===== config.mk =====
export PLATFORM = sky130hd
export DESIGN_NAME = pattern_tx
export DESIGN_NICKNAME = d
export VERILOG_FILES = /design/src/rtl/fsm_pkg.sv /design/src/rtl/shift_reg_piso.sv /design/src/rtl/pattern_tx.sv
export SDC_FILE = /design/constraint.sdc
export NUM_CORES = 1
export LEC_CHECK = 0
export CELL_PAD_IN_SITES_DETAIL_PLACEMENT = 2
export CELL_PAD_IN_SITES_GLOBAL_PLACEMENT = 2
export CORE_AREA = 2 2 80 82
export CTS_CLUSTER_SIZE = 12
export DETAILED_ROUTE_END_ITERATION = 10
export DIE_AREA = 0 0 82 84
export HOLD_SLACK_MARGIN = 0.05
export PLACE_DENSITY_LB_ADDON = 0.1
export SETUP_SLACK_MARGIN = 0.05
export SLEW_MARGIN = 0
export SYNTH_ARGS = -nofsm -noshare
export SYNTH_HDL_FRONTEND = slang
export SYNTH_SLANG_ARGS = --single-unit

===== constraint.sdc =====
create_clock -name clk -period 5.3 [get_ports clk]
set_input_delay 0.795 -clock clk [delete_from_list [all_inputs] [get_ports clk]]
set_output_delay 0.795 -clock clk [all_outputs]
set_load 0.01 [all_outputs]

===== src/rtl/fsm_pkg.sv =====
// Shared state encoding and helpers for the serial pattern transmitter.
package fsm_pkg;

    // Transmitter states; encodings are visible on state_out
    typedef enum logic [1:0] {
        ST_IDLE  = 2'b00,
        ST_SHIFT = 2'b01,
        ST_GAP   = 2'b10,
        ST_DONE  = 2'b11
    } state_e;

    // Limit a requested length to the physical pattern width
    function automatic int unsigned clamp_len(input int unsigned req_len,
                                              input int unsigned max_len);
        return (req_len > max_len) ? max_len : req_len;
    endfunction

endpackage


===== src/rtl/shift_reg_piso.sv =====
// Parallel-in serial-out shift register, MSB-first, zero fill from the bottom.
module shift_reg_piso #(
    parameter int unsigned WIDTH = 8
) (
    input  logic             clk,
    input  logic             reset,
    input  logic             load,
    input  logic             shift,
    input  logic [WIDTH-1:0] load_data,
    output logic             ser
);

    logic [WIDTH-1:0] data_q;
    logic [WIDTH-1:0] data_d;

    // Load has priority over shift; zeros shift in so the register drains to 0
    always_comb begin
        data_d = data_q;
        if (load) begin
            data_d = load_data;
        end else if (shift) begin
            data_d = {data_q[WIDTH-2:0], 1'b0};
        end
    end

    // Data register
    always_ff @(posedge clk) begin
        if (reset) begin
            data_q <= '0;
        end else begin
            data_q <= data_d;
        end
    end

    assign ser = data_q[WIDTH-1];

endmodule


===== src/rtl/pattern_tx.sv =====
// Serial bit-pattern transmitter: loads a pattern on start and shifts it out
// MSB-first with a valid qualifier, optional repeats separated by idle gaps.
module pattern_tx
    import fsm_pkg::*;
#(
    parameter int unsigned WIDTH = 8,
    parameter int unsigned LEN_W = 4,
    parameter int unsigned REP_W = 3,
    parameter int unsigned GAP   = 1
) (
    input  logic             clk,
    input  logic             reset,
    input  logic             start,
    input  logic [WIDTH-1:0] pattern,
    input  logic [LEN_W-1:0] len,
    input  logic [REP_W-1:0] reps,
    output logic             out,
    output logic             valid,
    output logic             busy,
    output logic             done,
    output logic [1:0]       state_out
);

    localparam int unsigned GAP_W = (GAP > 0) ? $clog2(GAP + 1) : 1;

    state_e           state_q,   state_d;
    logic [WIDTH-1:0] pattern_q, pattern_d;
    logic [LEN_W-1:0] len_q,     len_d;
    logic [LEN_W-1:0] bit_cnt_q, bit_cnt_d;
    logic [REP_W-1:0] rep_cnt_q, rep_cnt_d;
    logic [GAP_W-1:0] gap_cnt_q, gap_cnt_d;
    logic             valid_q,   valid_d;
    logic             busy_q,    busy_d;
    logic             done_q,    done_d;

    logic             sr_load;
    logic             sr_shift;
    logic [WIDTH-1:0] sr_load_data;
    logic [LEN_W-1:0] len_clamped;
    logic [REP_W-1:0] reps_eff;
    logic [WIDTH-1:0] pat_sel;
    logic [LEN_W-1:0] len_sel;

    assign len_clamped = LEN_W'(clamp_len(32'(len), WIDTH));
    assign reps_eff    = (reps == '0) ? REP_W'(1) : reps;

    // Fresh values on launch, latched copies on reload; left-align the low
    // len bits so the shifter's MSB is always the next bit to send
    always_comb begin
        pat_sel      = (state_q == ST_IDLE) ? pattern     : pattern_q;
        len_sel      = (state_q == ST_IDLE) ? len_clamped : len_q;
        sr_load_data = pat_sel << (WIDTH - 32'(len_sel));
    end

    // Next-state, counter and output-flag logic
    always_comb begin
        state_d   = state_q;
        pattern_d = pattern_q;
        len_d     = len_q;
        bit_cnt_d = bit_cnt_q;
        rep_cnt_d = rep_cnt_q;
        gap_cnt_d = gap_cnt_q;
        sr_load   = 1'b0;
        sr_shift  = 1'b0;

        case (state_q)
            ST_IDLE: begin
                if (start) begin
                    pattern_d = pattern;
                    len_d     = len_clamped;
                    bit_cnt_d = len_clamped;
                    rep_cnt_d = reps_eff;
                    if (len_clamped == '0) begin
                        state_d = ST_DONE;
                    end else begin
                        state_d = ST_SHIFT;
                        sr_load = 1'b1;
                    end
                end
            end
            ST_SHIFT: begin
                if (bit_cnt_q == LEN_W'(1)) begin
                    if (rep_cnt_q > REP_W'(1)) begin
                        rep_cnt_d = rep_cnt_q - REP_W'(1);
                        if (GAP > 0) begin
                            state_d   = ST_GAP;
                            gap_cnt_d = GAP_W'(GAP);
                            sr_shift  = 1'b1;
                        end else begin
                            bit_cnt_d = len_q;
                            sr_load   = 1'b1;
                        end
                    end else begin
                        state_d  = ST_DONE;
                        sr_shift = 1'b1;
                    end
                end else begin
                    bit_cnt_d = bit_cnt_q - LEN_W'(1);
                    sr_shift  = 1'b1;
                end
            end
            ST_GAP: begin
                if (gap_cnt_q <= GAP_W'(1)) begin
                    state_d   = ST_SHIFT;
                    bit_cnt_d = len_q;
                    sr_load   = 1'b1;
                end else begin
                    gap_cnt_d = gap_cnt_q - GAP_W'(1);
                end
            end
            ST_DONE: begin
                state_d = ST_IDLE;
            end
            default: begin
                state_d = ST_IDLE;
            end
        endcase

        valid_d = (state_d == ST_SHIFT);
        busy_d  = (state_d != ST_IDLE);
        done_d  = (state_d == ST_DONE);
    end

    // State, counters and registered flags
    always_ff @(posedge clk) begin
        if (reset) begin
            state_q   <= ST_IDLE;
            pattern_q <= '0;
            len_q     <= '0;
            bit_cnt_q <= '0;
            rep_cnt_q <= '0;
            gap_cnt_q <= '0;
            valid_q   <= 1'b0;
            busy_q    <= 1'b0;
            done_q    <= 1'b0;
        end else begin
            state_q   <= state_d;
            pattern_q <= pattern_d;
            len_q     <= len_d;
            bit_cnt_q <= bit_cnt_d;
            rep_cnt_q <= rep_cnt_d;
            gap_cnt_q <= gap_cnt_d;
            valid_q   <= valid_d;
            busy_q    <= busy_d;
            done_q    <= done_d;
        end
    end

    // Serializer; drains to zero so out is low whenever valid is low
    shift_reg_piso #(
        .WIDTH (WIDTH)
    ) u_piso (
        .clk       (clk),
        .reset     (reset),
        .load      (sr_load),
        .shift     (sr_shift),
        .load_data (sr_load_data),
        .ser       (out)
    );

    assign valid     = valid_q;
    assign busy      = busy_q;
    assign done      = done_q;
    assign state_out = 2'(state_q);

endmodule

==> results.cfg, run 1 <==
[cts]
root_buffer = clkbuf_8
cts_htree_levels = 2
cts_buffers = 5
clk_latency_ns = 0.28
cts_max_path_buffers = 2
cts_tree = done
cts_setup_buffers = 0
holdBufCountCts = 0
path_clk_slew_ns = 0.07
cts-resized-gates = 0
clock-sinks = 32

[floorplanning]
coreArea_sq_um = 6100
fp.dieW_um = 82
row_count = 29
die_h_um = 84
die_area_sq_um = 6890
initial_core_util = 0.350
ios = 24

[timing]
hold_viol_final = 0
slew_headroom = 0.305
final.min_clock_period_ns = 3.39
fmax_mhz = 295
post-route-worst-setup-slack_ns = 1.91
maxSlewViolCount = 0
setup_violations = 0
fin_skew_ns = 0.00251
setup_tns_ns = 0
rsz0062_at_grt = false
fin_crit_sh = 0.640
tightest_slew_ns = 1.04
whs_ns = 0.459

[drt]
routed_wl_um = 6150
drt-initial-drc-count = 79
vias = 1953
ant_nets = 0
dr.pass1.iters = 4
drc = 0
viasPerCell = 5.44
avgRoutedWirePerCell_um = 17.1

[global_route]
grt_use_met2 = 0.328
grt_util_met3 = 0.0292
grt_max_degree = 27
grtUsageTotal = 0.198
antenna_found_initial = 0
met1_usage = 0.267
grt_pass1_vias = 2121
grt_pass1_wl_um = 10700
gr-max-usage-layer = met2
grt-ovfl-total = 0

[placement]
place_ws_ns = 1.60
hpwlAfterDp_um = 4470
gp_congestion = 0.754
io_buffers = 23

[worst_setup_path]
rr_endpoint = u_piso.data_q[6]$_SDFFE_PP0P_
reg2reg_slack_ns = 1.91
r2r-start = state_out[0]$_SDFF_PP0_
cp_max_fo = 26
worst_setup_path_start_kind = register
critPathArrivalTime_ns = 3.56
worstSetupPathType = reg -> reg
required_ns = 5.47
endpoint_kind = register
rr_worst_depth = 12

[pwr]
cellPowerDensity_nw_per_um2 = 642
ir_drop_mv = 0.226
power.leakage_nw = 0.901

[flow_run]
maxCapViolCount = 0

[synth]
synth_nets = 295
ys_ff_latch = 32
syn_inst = 268
synth-edff-count = 0
ys_seq_area_frac = 0.300
async_reset_ff_frac = 0
avgSynthCellArea_sq_um = 7.96
syn_area_sq_um = 2130
ys.flop_type = dfxtp_1
yosysUniqueCellTypes = 55
yosys_warnings = 0

[min_path]
hold_start = pattern_q[7]$_SDFFE_PP0P_
holdPathEnd = pattern_q[7]$_SDFFE_PP0P_
hold_depth = 2
hold_path_class = reg -> reg

[final_layout]
area_growth_pct = 16.1
antenna_cells = 0
nFillCells = 705
drive_gt1_frac = 0.0851
post-route-util = 0.406
nets = 309

[run_status]
run_status = completed
cells in the final DEF (no fill, tap or decap), types with 2 or more instances in the layout:
| cell type | netlist | routed |
|---|---|---|
| a22oi_1 | 2 | 2 |
| a221o_1 | 2 | 2 |
| o22ai_1 | 3 | 3 |
| o21bai_1 | 2 | 2 |
| nand3_1 | 2 | 2 |
| a21oi_1 | 30 | 30 |
| nand4_1 | 3 | 3 |
| inv_1 | 10 | 10 |
| a211oi_1 | 8 | 8 |
| ha_1 | 9 | 9 |
| nor2b_1 | 10 | 10 |
| nor2_1 | 21 | 21 |
| o211ai_1 | 5 | 5 |
| o21ai_0 | 7 | 7 |
| o32ai_1 | 2 | 2 |
| nand2_1 | 47 | 47 |
| o21a_1 | 4 | 4 |
| nor2b_4 | 2 | 2 |
| nand2b_1 | 2 | 2 |
| clkdlybuf4s50_1 | 0 | 23 |
| a31oi_1 | 6 | 6 |
| dfxtp_1 | 32 | 32 |
| xnor2_1 | 3 | 3 |
| clkbuf_8 | 0 | 7 |
| mux2i_1 | 10 | 10 |
| nor3_1 | 2 | 2 |
| o31ai_1 | 2 | 2 |
final cells by class:
type / count / area [sq um] / area share
clock buffer: 7 / 96.3 / 0.0389
inverter: 11 / 41.3 / 0.0167
multi-input combinational: 208 / 1360 / 0.551
sequential: 32 / 641 / 0.259
tap: 77 / 96.3 / 0.0389
timing repair buffer: 24 / 238 / 0.0961
worst max-delay path by stage:
stage | start | endpoint | cells past startpoint | slack [ns]
2_1_floorplan | len[3] | u_piso.data_q[1]$_SDFFE_PP0P_ | 11 | 2.72
3_3_place_gp | len[3] | u_piso.data_q[1]$_SDFFE_PP0P_ | 10 | 1.73
3_5_place_dp | len[3] | u_piso.data_q[1]$_SDFFE_PP0P_ | 10 | 1.60
4_1_cts | state_out[0]$_SDFF_PP0_ | u_piso.data_q[6]$_SDFFE_PP0P_ | 12 | 1.87
5_1_grt | state_out[0]$_SDFF_PP0_ | u_piso.data_q[6]$_SDFFE_PP0P_ | 12 | 1.55
6_report | state_out[0]$_SDFF_PP0_ | u_piso.data_q[6]$_SDFFE_PP0P_ | 12 | 1.91
Yosys cell counts, types with 2 or more instances:
| cell type | instances | area, sq um |
|---|---|---|
| a211oi_1 | 8 | 60.1 |
| a21oi_1 | 30 | 150 |
| a221o_1 | 2 | 20.0 |
| a22oi_1 | 2 | 15.0 |
| a31oi_1 | 6 | 37.5 |
| buf_2 | 4 | 20.0 |
| buf_6 | 2 | 22.5 |
| clkbuf_1 | 9 | 33.8 |
| dfxtp_1 | 32 | 641 |
| ha_1 | 9 | 113 |
| inv_1 | 10 | 37.5 |
| mux2i_1 | 10 | 100 |
| nand2_1 | 47 | 176 |
| nand2b_1 | 2 | 12.5 |
| nand3_1 | 2 | 10.0 |
| nand4_1 | 3 | 18.8 |
| nor2_1 | 21 | 78.8 |
| nor2b_1 | 10 | 62.6 |
| nor2b_4 | 2 | 27.5 |
| nor3_1 | 2 | 10.0 |
| o211ai_1 | 5 | 37.5 |
| o21a_1 | 4 | 30.0 |
| o21ai_0 | 7 | 35.0 |
| o21bai_1 | 2 | 15.0 |
| o22ai_1 | 3 | 18.8 |
| o31ai_1 | 2 | 15.0 |
| o32ai_1 | 2 | 17.5 |
| xnor2_1 | 3 | 26.3 |
metrics by stage:
stage	power, mW	cell area (sq um)	std cells
3_3_place_gp	1.36	2380	352
2_1_floorplan	1.14	2130	268
6_report	1.59	2470	359
5_1_grt	1.74	2470	359
4_1_cts	1.61	2470	359
3_5_place_dp	1.38	2380	352
report_power, final:
part / total (mW) / switching, mW / internal (mW)
clock network: 0.212 / 0.0966 / 0.116
registers: 0.388 / 0.0640 / 0.324
logic: 0.989 / 0.581 / 0.408
total: 1.59 / 0.741 / 0.848
sequential cells by signal (all words and copies together) (netlist names):
signal         cells
done               1
u_piso.data_q      8
busy               1
state_out          2
len_q              4
valid              1
rep_cnt_q          3
pattern_q          8
bit_cnt_q          4
cell families (layout without fill, tap and decap cells):
kind of cell | after synthesis | in the layout | share of synthesized area
AOI/OAI and AO/OA | 87 | 87 | 0.285
xor gates and xnor gates | 5 | 5 | 0.0293
adders and majority gates | 9 | 9 | 0.0528
buffers and inverters | 28 | 42 | 0.0604
DFF | 32 | 32 | 0.300
muxes | 12 | 12 | 0.0628
and+or+nand+nor | 95 | 95 | 0.210
worst max-delay path, stage by stage, from the launching register on:
cell     delay, ns
dfxtp_1       0.34
inv_1         0.13
ha_1          0.86
inv_2         0.26
nor2_1        0.18
a21oi_1       0.06
ha_1          0.30
nor2b_1       0.17
o32ai_1       0.39
a21oi_1       0.09
o21a_1        0.15
a22oi_1       0.23
o22ai_1       0.11
metal layers:
metal,share of wire,routed length (um)
met5,0,0
met4,0.010,64
met3,0.021,129
met2,0.47,2870
met1,0.50,3090
Power figures use the tool's default switching activity.
==> run 2, diff against run 1 <==
--- a/config.mk
+++ b/config.mk
@@ -7,10 +7,10 @@
 export LEC_CHECK = 0
 export CELL_PAD_IN_SITES_DETAIL_PLACEMENT = 2
 export CELL_PAD_IN_SITES_GLOBAL_PLACEMENT = 2
-export CORE_AREA = 2 2 80 82
+export CORE_AREA = 2 2 88 90
 export CTS_CLUSTER_SIZE = 12
 export DETAILED_ROUTE_END_ITERATION = 10
-export DIE_AREA = 0 0 82 84
+export DIE_AREA = 0 0 90 92
 export HOLD_SLACK_MARGIN = 0.05
 export PLACE_DENSITY_LB_ADDON = 0.1
 export SETUP_SLACK_MARGIN = 0.05
==> constraint.sdc (replaced) <==
create_clock -name clk -period 2.83 [get_ports clk]
set_input_delay 0.4245 -clock clk [delete_from_list [all_inputs] [get_ports clk]]
set_output_delay 0.4245 -clock clk [all_outputs]
set_load 0.01 [all_outputs]
==> run 2 against run 1 <==
  * Register-to-register slack lost 1.6 ns
  * Highest routed layer unchanged
  * Non-clock buffer count rose by 15
  * Worst hold slack got worse by 0.00068 ns
  * Final cell count up 11%
  * Utilization fell by 5.4 points
==> results.cfg, run 2 (synthesis results as in run 1) <==
[run_status]
run_status = completed

[final_layout]
seqCellArea_sq_um = 641
layout_common_cells = 47 x nand2_1, 32 x dfxtp_1, 29 x a21oi_1, 23 x clkdlybuf4s50_1, 21 x nor2_1
antenna_cells = 0
nFillCells = 878
area_growth_pct = 22.9
reg_top3 = pattern_q (8), u_piso.data_q (8)
instances_no_fill = 400
post-route-util = 0.352
final_area_sq_um = 2620
nets = 324
multi_input_area_sq_um = 1370
final_common_cell = nand2_1
drive_gt1_frac = 0.141

[cts]
cts_max_path_buffers = 2
cts_buffers = 5
path_clk_slew_ns = 0.08
cts_tree = done
holdBufCountCts = 0
root_buffer = clkbuf_8
clock-sinks = 32
cts_htree_levels = 2
clk_latency_ns = 0.29

[placement]
placed_area_sq_um = 2510
hpwlAfterDp_um = 5100
gp_congestion = 0.734
dp_cells = 391
io_buffers = 23

[drt]
ant_nets = 0
vias = 2008
drt-initial-drc-count = 70
drc = 0
dr.pass1.iters = 4
viasPerCell = 5.02
avgRoutedWirePerCell_um = 17.2
routed_wl_um = 6880

[floorplanning]
coreArea_sq_um = 7450
row_count = 32
die_h_um = 92
die_area_sq_um = 8280
fp.dieW_um = 90
ios = 24
initial_core_util = 0.286

[global_route]
grt_max_degree = 18
grt_pass1_vias = 2187
grt-ovfl-total = 0
grt_pass1_wl_um = 11400
grtUsageTotal = 0.172
antenna_found_initial = 0

[worst_setup_path]
critPathArrivalTime_ns = 2.66
endpoint_kind = register
worst_setup_path_start_kind = register
cp_max_fo = 5
required_ns = 3.00
cp_slowest_cell = o32ai_1
critical_path.most_common_cell = a21oi_1
crit_chain = inv_1 -> ha_2 -> inv_2 -> nor2_1 -> a21oi_1 -> ha_1 -> nor2b_1 -> o32ai_1 -> a21oi_1 -> o21a_1 -> a22oi_1 -> o22ai_1
worstSetupPathType = reg -> reg
path_buf_inv = 2
slowest_delay_ns = 0.37
critical-path-top-delay-family = compound AO/OA/AOI/OAI gates

[timing]
fmax_mhz = 402
whs_ns = 0.458
slew_headroom = 0.604
final.min_clock_period_ns = 2.49
fin_skew_ns = 0.00758
rsz0062_at_grt = false
fin_crit_sh = 0.880
setup_violations = 0
maxSlewViolCount = 0
tightest_slew_ns = 0.594
hold_viol_final = 0

[pwr]
power.leakage_nw = 0.974
ir_drop_mv = 0.250
cellPowerDensity_nw_per_um2 = 1210

[flow_run]
maxCapViolCount = 0

[min_path]
hold_path_class = reg -> reg
==> run 2: worst paths after layout <==
check,start,endpoint,slack [ns],cells past startpoint
setup reg to reg,state_out[0]$_SDFF_PP0_,u_piso.data_q[6]$_SDFFE_PP0P_,0.34,12
hold reg to reg,pattern_q[7]$_SDFFE_PP0P_,pattern_q[7]$_SDFFE_PP0P_,0.46,2
setup / recovery,state_out[0]$_SDFF_PP0_,u_piso.data_q[6]$_SDFFE_PP0P_,0.34,12
hold / removal,pattern_q[7]$_SDFFE_PP0P_,pattern_q[7]$_SDFFE_PP0P_,0.46,2
==> run 2: metal layers <==
layer	share of wire	track usage	routed length, um	up-vias
met4	0.011	0.0385	74	0
met2	0.46	0.290	3170	29
met5	0	0	0	-
li1	-	-	-	1005
met1	0.50	0.230	3460	967
met3	0.026	0.0320	179	7
==> run 2: where the power goes <==
part	internal, mW	switching (mW)	total (mW)
clock network	0.195	0.194	0.389
registers	0.607	0.114	0.721
logic	0.888	1.16	2.05
==> run 2: tightest hold or removal path, stage by stage, from the launching register on <==
cell and delay [ns]:
dfxtp_1 0.31, nand2_1 0.05, a21oi_1 0.05
==> run 2: per-stage QoR <==
stage | worst slack [ns] | total power, mW | setup TNS [ns]
after floorplan | 0.413 | 2.14 | 0
after global placement | 0.0937 | 2.70 | 0
after detailed placement | -0.0563 | 2.75 | -0.0563
after CTS | 0.0621 | 3.17 | 0
after global routing | 0.120 | 3.44 | 0
final | 0.340 | 3.16 | 0
==> run 2: area by class of cell <==
class	instances	share of cell area
clock buffer	6	0.0315
clock inverter	2	0.00382
inverter	11	0.0158
multi-input combinational	208	0.522
sequential	32	0.244
tap	102	0.0487
timing repair buffer	39	0.134
==> run 2: timing repair <==
item	in CTS	in global routing
gates resized for setup	0	2
setup buffers	0	1
setup endpoints to repair	0	6
==> run 3, diff against run 2 <==
--- a/config.mk
+++ b/config.mk
@@ -5,6 +5,7 @@
 export SDC_FILE = /design/constraint.sdc
 export NUM_CORES = 1
 export LEC_CHECK = 0
+export CAP_MARGIN = 25
 export CELL_PAD_IN_SITES_DETAIL_PLACEMENT = 2
 export CELL_PAD_IN_SITES_GLOBAL_PLACEMENT = 2
 export CORE_AREA = 2 2 88 90
@@ -12,6 +13,7 @@
 export DETAILED_ROUTE_END_ITERATION = 10
 export DIE_AREA = 0 0 90 92
 export HOLD_SLACK_MARGIN = 0.05
+export MAX_ROUTING_LAYER = met4
 export PLACE_DENSITY_LB_ADDON = 0.1
 export SETUP_SLACK_MARGIN = 0.05
 export SLEW_MARGIN = 0
==> run 3 against run 2 <==
  * Sequential share of layout area is the same
  * Combinational power about the same
  * Flip-flop and latch count stayed put
  * Non-clock buffer count unchanged
  * First-iteration DRC count rose by 23%
  * Design area unchanged
  * Critical path type unchanged
==> results.cfg, run 3 (synthesis results as in run 1) <==
[drt]
viasPerCell = 5.03
vias = 2012
wl_met2_um = 3160
dr.pass1.iters = 4
avgRoutedWirePerCell_um = 17.2
drc = 0
routed_wl_um = 6890
ant_nets = 0
drt-initial-drc-count = 86
wl_met3_um = 178
top_layer = met4
met1Wirelength_um = 3470

[cts]
clk_latency_ns = 0.29
cts_htree_levels = 2
cts_buffers = 5
path_clk_slew_ns = 0.08
cts_tree = done
cts_max_path_buffers = 2
clock-sinks = 32
root_buffer = clkbuf_8

[worst_setup_path]
startpoint = state_out[0]$_SDFF_PP0_
cp_max_fo = 5
critPathArrivalTime_ns = 2.67
rr_endpoint = u_piso.data_q[6]$_SDFFE_PP0P_
reg2reg_slack_ns = 0.34
required_ns = 3.01
endpoint_kind = register
r2r-start = state_out[0]$_SDFF_PP0_
rr_worst_depth = 12
critPathCapture = u_piso.data_q[6]$_SDFFE_PP0P_
worstSetupPathType = reg -> reg
worst_setup_path_start_kind = register

[pwr]
power_mw = 3.16
power.leakage_nw = 0.974
ir_drop_mv = 0.249
cellPowerDensity_nw_per_um2 = 1210

[min_path]
hold_path_class = reg -> reg

[final_layout]
nFillCells = 878
final_common_cell = nand2_1
drive_gt1_frac = 0.141
multi_input_area_sq_um = 1370
area_growth_pct = 22.9
layout_common_cells = 47 x nand2_1, 32 x dfxtp_1, 29 x a21oi_1, 23 x clkdlybuf4s50_1, 21 x nor2_1
seqCellArea_sq_um = 641
post-route-util = 0.352
nets = 324
antenna_cells = 0
reg_top3 = pattern_q (8), u_piso.data_q (8)

[timing]
whs_ns = 0.458
rsz0062_at_grt = false
tightest_slew_ns = 0.595
fin_skew_ns = 0.00755
fin_crit_sh = 0.881
setup_violations = 0
maxSlewViolCount = 0
slew_headroom = 0.604
fmax_mhz = 401
final.min_clock_period_ns = 2.49
hold_viol_final = 0

[floorplanning]
fp.dieW_um = 90
ios = 24
die_h_um = 92
coreArea_sq_um = 7450
initial_core_util = 0.286
row_count = 32
die_area_sq_um = 8280

[global_route]
grt_pass1_vias = 2188
grt_pass1_wl_um = 11400
grtUsageTotal = 0.177
grt-ovfl-total = 0
antenna_found_initial = 0
grt_max_degree = 18

[run_status]
run_status = completed

[placement]
gp_congestion = 0.743
hpwlAfterDp_um = 5100
io_buffers = 23

[flow_run]
maxCapViolCount = 0
-- run 3: cell counts in the layout (fill, tap and decap cells not counted) --
No cell type changed its count.
-- run 3: worst min-delay path by stage --
stage | start | to | slack [ns] | cells past startpoint
2_1_floorplan | pattern_q[7]$_SDFFE_PP0P_ | pattern_q[7]$_SDFFE_PP0P_ | 0.43 | 2
3_3_place_gp | pattern_q[7]$_SDFFE_PP0P_ | pattern_q[7]$_SDFFE_PP0P_ | 0.44 | 2
3_5_place_dp | pattern_q[7]$_SDFFE_PP0P_ | pattern_q[7]$_SDFFE_PP0P_ | 0.45 | 2
4_1_cts | pattern_q[7]$_SDFFE_PP0P_ | pattern_q[7]$_SDFFE_PP0P_ | 0.46 | 2
5_1_grt | pattern_q[6]$_SDFFE_PP0P_ | pattern_q[6]$_SDFFE_PP0P_ | 0.50 | 2
6_report | pattern_q[7]$_SDFFE_PP0P_ | pattern_q[7]$_SDFFE_PP0P_ | 0.46 | 2
-- run 3: layer usage --
layer / GRT usage / vias to the layer above
li1: - / 1005
met4: 0.0385 / 0
met2: 0.291 / 27
met3: 0.0320 / 7
met5: - / -
met1: 0.228 / 973
-- run 3: area by class of cell --
type	count	share of cell area
clock buffer	6	0.0315
sequential	32	0.244
clock inverter	2	0.00382
inverter	11	0.0158
timing repair buffer	39	0.134
multi-input combinational	208	0.522
tap	102	0.0487
-- run 3: worst max-delay path, cell delays in order, from the launching register on --
cell and delay [ns]:
dfxtp_1 0.35, inv_1 0.14, ha_2 0.29, inv_2 0.08
nor2_1 0.11, a21oi_1 0.05, ha_1 0.26, nor2b_1 0.18
o32ai_1 0.36, a21oi_1 0.08, o21a_1 0.15, a22oi_1 0.22
o22ai_1 0.10
-- run 3: power breakdown --
group / switching [mW] / internal (mW) / leakage, nW
sequential: 0.115 / 0.607 / 0.262
combinational: 1.16 / 0.888 / 0.660
clock: 0.196 / 0.195 / 0.0510
-- run 3: repair_timing --
action,4_1_cts,5_1_grt
hold buffers,0,0
setup buffers,0,1
resized for setup,0,2
endpoints found under the setup margin,0,6
-- run 3: stage by stage --
stage,instances,area (sq um),setup TNS (ns),setup slack (ns)
5_1_grt,400,2620,0,0.117
3_5_place_dp,391,2510,-0.0563,-0.0563
4_1_cts,399,2610,0,0.0621
2_1_floorplan,268,2130,0,0.413
3_3_place_gp,391,2510,0,0.0937
6_report,400,2620,0,0.336
